--- config.mk ---
export PLATFORM = sky130hd
export DESIGN_NAME = forward_scoreboard
export DESIGN_NICKNAME = d
export VERILOG_FILES = /design/src/rtl/forward_scoreboard.sv
export SDC_FILE = /design/constraint.sdc
export NUM_CORES = 1
export LEC_CHECK = 0
export BUFFER_PORTS_ARGS = -buffer_cell sky130_fd_sc_hd__buf_2
export CAP_MARGIN = 5
export CORE_MARGIN = 5
export CORE_UTILIZATION = 40
export CTS_BUF_LIST = sky130_fd_sc_hd__clkbuf_8 sky130_fd_sc_hd__clkbuf_16
export DETAILED_ROUTE_END_ITERATION = 12
export GPL_ROUTABILITY_DRIVEN = 1
export PLACE_DENSITY = 0.64
export SKIP_LAST_GASP = 1
export SYNTH_ARGS = -nofsm -noshare
export SYNTH_HDL_FRONTEND = slang
export SYNTH_SLANG_ARGS = --single-unit
--- constraint.sdc ---
create_clock -name clk -period 18.3 [get_ports clk]
set_input_delay 0.915 -clock clk [delete_from_list [all_inputs] [get_ports clk]]
set_output_delay 0.915 -clock clk [all_outputs]
set_load 0.005 [all_outputs]
--- src/rtl/forward_scoreboard.sv ---
// Operand bypass resolution plus a per-physical-register scoreboard of in-flight
// producers, with latency countdowns so multi-cycle loads stall their consumers.
module forward_scoreboard #(
  parameter int DATA_WIDTH     = 32,
  parameter int PREG_W         = 6,
  parameter int NUM_SRC        = 2,
  parameter int NUM_FWD        = 3,
  parameter int LOAD_LAT       = 2,
  parameter int ZERO_HARDWIRED = 1
) (
  input  logic                          clk,
  input  logic                          rst_n,
  input  logic [NUM_SRC-1:0]            src_used,
  input  logic [NUM_SRC*PREG_W-1:0]     src_addr,
  input  logic [NUM_SRC*DATA_WIDTH-1:0] src_rf_data,
  input  logic [NUM_FWD-1:0]            fwd_valid,
  input  logic [NUM_FWD*PREG_W-1:0]     fwd_addr,
  input  logic [NUM_FWD*DATA_WIDTH-1:0] fwd_data,
  input  logic                          issue_fire,
  input  logic [PREG_W-1:0]             issue_rd,
  input  logic                          issue_uses_rw,
  input  logic                          issue_is_load,
  input  logic                          wb_valid,
  input  logic [PREG_W-1:0]             wb_addr,
  input  logic                          flush,
  output logic [NUM_SRC*DATA_WIDTH-1:0] src_data,
  output logic [NUM_SRC-1:0]            src_ready,
  output logic                          o_hazard,
  output logic [PREG_W:0]               pending_count
);

  localparam int NREG  = 1 << PREG_W;
  localparam int CNT_W = $clog2(LOAD_LAT + 1);

  logic [NREG-1:0]             pending_r;
  logic [NREG-1:0][CNT_W-1:0]  cnt_r;
  logic [NREG-1:0]             pending_nxt_s;
  logic [NREG-1:0][CNT_W-1:0]  cnt_nxt_s;
  logic [PREG_W:0]             count_nxt_s;
  logic                        issue_ok_s;

  assign issue_ok_s = issue_fire & issue_uses_rw &
                      ~((ZERO_HARDWIRED != 0) & (issue_rd == '0));

  // Next-state scoreboard: flush beats issue, issue beats writeback and countdown.
  always_comb begin
    pending_nxt_s = pending_r;
    cnt_nxt_s     = cnt_r;
    count_nxt_s   = '0;
    for (int p = 0; p < NREG; p++) begin
      if (flush) begin
        pending_nxt_s[p] = 1'b0;
        cnt_nxt_s[p]     = '0;
      end else if (issue_ok_s && (issue_rd == PREG_W'(p))) begin
        pending_nxt_s[p] = 1'b1;
        cnt_nxt_s[p]     = issue_is_load ? CNT_W'(LOAD_LAT) : CNT_W'(1);
      end else if (wb_valid && (wb_addr == PREG_W'(p))) begin
        pending_nxt_s[p] = 1'b0;
        cnt_nxt_s[p]     = '0;
      end else if (pending_r[p] && (cnt_r[p] != '0)) begin
        cnt_nxt_s[p]     = cnt_r[p] - CNT_W'(1);
      end else begin
        cnt_nxt_s[p]     = cnt_r[p];
      end
      count_nxt_s = count_nxt_s + (PREG_W+1)'(pending_nxt_s[p]);
    end
  end

  // Scoreboard state and registered occupancy count.
  always_ff @(posedge clk or negedge rst_n) begin
    if (!rst_n) begin
      pending_r     <= '0;
      cnt_r         <= '0;
      pending_count <= '0;
    end else begin
      pending_r     <= pending_nxt_s;
      cnt_r         <= cnt_nxt_s;
      pending_count <= count_nxt_s;
    end
  end

  for (genvar i = 0; i < NUM_SRC; i++) begin : g_src
    logic [PREG_W-1:0]     addr_s;
    logic                  hit_s;
    logic [DATA_WIDTH-1:0] fdata_s;
    logic                  is_zero_s;
    logic                  wb_hit_s;
    logic                  due_s;

    assign addr_s    = src_addr[i*PREG_W +: PREG_W];
    assign is_zero_s = (ZERO_HARDWIRED != 0) && (addr_s == '0);
    assign wb_hit_s  = wb_valid && (wb_addr == addr_s);
    // A count of 1 reaches zero at the end of this cycle: the producer's result is on a bypass port now.
    assign due_s     = (cnt_r[addr_s] <= CNT_W'(1));

    // Walk oldest to youngest so the youngest matching stage ends up selected.
    always_comb begin
      hit_s   = 1'b0;
      fdata_s = src_rf_data[i*DATA_WIDTH +: DATA_WIDTH];
      for (int j = NUM_FWD - 1; j >= 0; j--) begin
        if (fwd_valid[j] && (fwd_addr[j*PREG_W +: PREG_W] == addr_s)) begin
          hit_s   = 1'b1;
          fdata_s = fwd_data[j*DATA_WIDTH +: DATA_WIDTH];
        end else begin
          hit_s   = hit_s;
        end
      end
    end

    assign src_data[i*DATA_WIDTH +: DATA_WIDTH] = is_zero_s ? '0 : fdata_s;
    assign src_ready[i] = ~src_used[i] | ~pending_r[addr_s] | (due_s & (hit_s | wb_hit_s));
  end

  assign o_hazard = |(~src_ready);

endmodule

==> impl_metrics.json <==
{
  "ys_seq_area_share_pct": 27.4,
  "start_util_pct": 40.2,
  "yosys.area.top_type_share_pct": 27.4,
  "cts_tree": "built",
  "dp_hpwl_mm": 55.7,
  "drive_gt1_share_pct": 17.9,
  "nNetsFinal": 2728,
  "ys.flop_type": "dfrtp_1",
  "clk_pin_slew_ns": 0.07,
  "grt_usage_pct": 28.6,
  "cap_violations": 0,
  "yosysUniqueCellTypes": 63,
  "grt_max_degree": 76,
  "clock_skew_ns": 0.00989,
  "cts_max_level": 4,
  "crit_arrival_ns": 8.10,
  "ios": 288,
  "clock-sinks": 199,
  "cp-start-kind": "input port",
  "yosysMostFrequentCell": "nand2_1",
  "synth-edff-count": 0,
  "crit_path_start": "wb_addr[1]",
  "met1_usage_pct": 36.5,
  "worst_setup_path_end_kind": "flip-flop",
  "cts_setup_buffers": 0,
  "drt_iter0_markers": 1772,
  "finalHoldViolations": 0,
  "clk_latency_ns": 0.47,
  "synth_seq_cells": 199,
  "fmax_mhz": 129,
  "path_class": "input port to flip-flop",
  "num_rows": 78,
  "slew_viol_final": 0,
  "globalRoute.busiestLayer": "met2",
  "synth_area_leaders": "dfrtp_1 27%, mux4_2 7.1%, nand2_1 6.2%",
  "wl_per_cell_um": 24.6,
  "core_sq_mm": 0.0452,
  "power.leakage_nw": 8.78,
  "worst_slack_ns": 10.56,
  "gp_congestion": 0.989,
  "numCtsBuffers": 17,
  "via_count": 17700,
  "yosys_warnings": 0,
  "relSlewSlack_pct": 18.2,
  "worst-path-max-fanout": 9,
  "pre_cts_slack_ns": 10.21,
  "grt_pass1_wl_mm": 109,
  "peakVddDrop_mv": 0.0658,
  "dieHeight_um": 223,
  "status": "completed",
  "routed_wl_mm": 73.5,
  "setup_viol": 0,
  "cts_root_buf": "clkbuf_16",
  "syn_inst": 2167,
  "reg2reg_from": "pending_r[0]$_DFF_PN0_",
  "worst_pin_slew_ns": 1.22,
  "hold_buffers": 0,
  "fillers": 4474,
  "fin_crit_ns": 7.74,
  "syn2layout_area_growth_pct": 13.5,
  "ant_nets": 0,
  "syn_area_sq_mm": 0.0182,
  "multi_input_area_sq_mm": 0.0118,
  "die_area_sq_mm": 0.0498,
  "antenna_found_initial": 8,
  "grt_overflow": 0,
  "avgSynthCellArea_sq_um": 8.38,
  "die_w_um": 223,
  "cts_max_path_buffers": 2,
  "use_met2_pct": 46.2,
  "io_buffers": 287,
  "yosys-top-cells-count": "299 x nand2_1, 283 x nor2_1, 212 x inv_1",
  "synthArstFlopShare_pct": 100,
  "ctsResizeCount": 0,
  "yosysTopAreaCell": "dfrtp_1",
  "worstPathRequired_ns": 18.66,
  "met3_usage_pct": 6.82,
  "vias_per_cell": 5.90,
  "dr.pass1.iters": 6,
  "period_share_pct": 42.3,
  "regArea_sq_mm": 0.00498,
  "syn_nets": 2514,
  "drcViolationCount": 0,
  "min_path_type": "input port to asynchronous set/reset pin",
  "grt_pass1_vias": 17200,
  "fin_setup_tns_ns": 0,
  "rsz0062_at_grt": "false",
  "power.density_mw_per_mm2": 49.5
}
## where the power goes
part | switching, mW | internal [mW] | total, mW
sequential | 0.00141 | 0.441 | 0.443
combinational | 0.113 | 0.0655 | 0.178
clock | 0.181 | 0.219 | 0.400
## worst max-delay path: stages
cell and delay (ns):
buf_2 0.16, nand2b_1 0.22, nor2_1 0.80, nand2_1 0.23
a21oi_1 0.21, nor2_1 0.08, fa_1 0.56, inv_1 0.06
fa_1 0.39, fa_1 0.54, inv_1 0.05, fa_1 0.46
fa_1 0.52, fa_1 0.56, fa_1 0.56, inv_1 0.06
fa_1 0.54, inv_1 0.07, fa_1 0.46, a21oi_1 0.18
nor2_1 0.05, nor2_1 0.15, nor2b_1 0.07, o21ai_0 0.14
nand2b_1 0.07
## cells by family (layout without fill, tap and decap cells)
group	after synthesis	after routing	share of synthesized area (%)
compound gates	439	439	15.9
xor+xnor	116	116	5.64
fa+ha+maj	133	133	11.4
buf+inv	342	566	7.99
flops	199	199	27.4
mux	146	146	12.4
other cells	0	1	0
simple gates	792	792	19.3
## final cells by class
class	count	share of cell area (%)
sequential	199	24.2
antenna	1	0.0121
timing repair buffer	324	8.40
tap	600	3.64
multi-input combinational	1626	57.1
clock buffer	19	2.20
clock inverter	10	0.644
inverter	213	3.88
## metal layers
| layer | vias to the layer above | part of all wire [%] |
|---|---|---|
| met4 | 2 | 5.4 |
| met1 | 8691 | 40 |
| met2 | 937 | 46 |
| met3 | 195 | 9.4 |
| met5 | - | 0.018 |
| li1 | 7841 | - |
## final timing paths
path | endpoint | slack, ns | cells past startpoint
min in group clk | pending_r[59]$_DFF_PN0_ | 0.60 | 2
max in group asynchronous | cnt_r[78]$_DFFE_PN0P_ | 15.68 | 3
max | pending_count[6]$_DFF_PN0_ | 10.56 | 25
min reg2reg | pending_r[59]$_DFF_PN0_ | 0.60 | 2
max reg2reg | pending_count[6]$_DFF_PN0_ | 11.88 | 22
min | cnt_r[56]$_DFFE_PN0P_ | 0.45 | 1
## registers in the layout (all words and copies together), names as in the netlist
name           flops
cnt_r            128
pending_count      7
pending_r         64
## cells in the final DEF (no fill, tap or decap), drive strengths merged, types with 3 or more instances in the layout
cell,instances
nand3b,14
a21o,28
o2111ai,42
o21ai,11
a221oi,4
bufinv,3
mux4,61
or2,5
nand3,45
nand2b,17
a211o,66
inv,214
ha,79
nor4,10
nand4,9
a2111oi,5
a21oi,196
clkbuf,20
nor2b,74
nor3,18
dfrtp,199
mux2i,81
a211oi,15
and3,3
clkinv,5
fa,54
and2,5
xnor2,97
xor2,19
nand2,299
mux2,4
a31oi,48
nor2,283
a22oi,10
buf,323
## per-stage QoR
stage | utilization, % | instance area [sq um] | instances | hold slack [ns] | total power, mW
after floorplan | - | 18200 | 2167 | 0.510 | 0.540
after global placement | 44.3 | 20000 | 2962 | 0.533 | 0.625
after detailed placement | 44.3 | 20000 | 2962 | 0.574 | 0.626
after CTS | 45.6 | 20600 | 2991 | 0.491 | 1.02
after global routing | 45.6 | 20600 | 2992 | 0.495 | 1.05
final | 45.6 | 20600 | 2992 | 0.447 | 1.02
No activity file was read; power rests on OpenSTA's default activity.
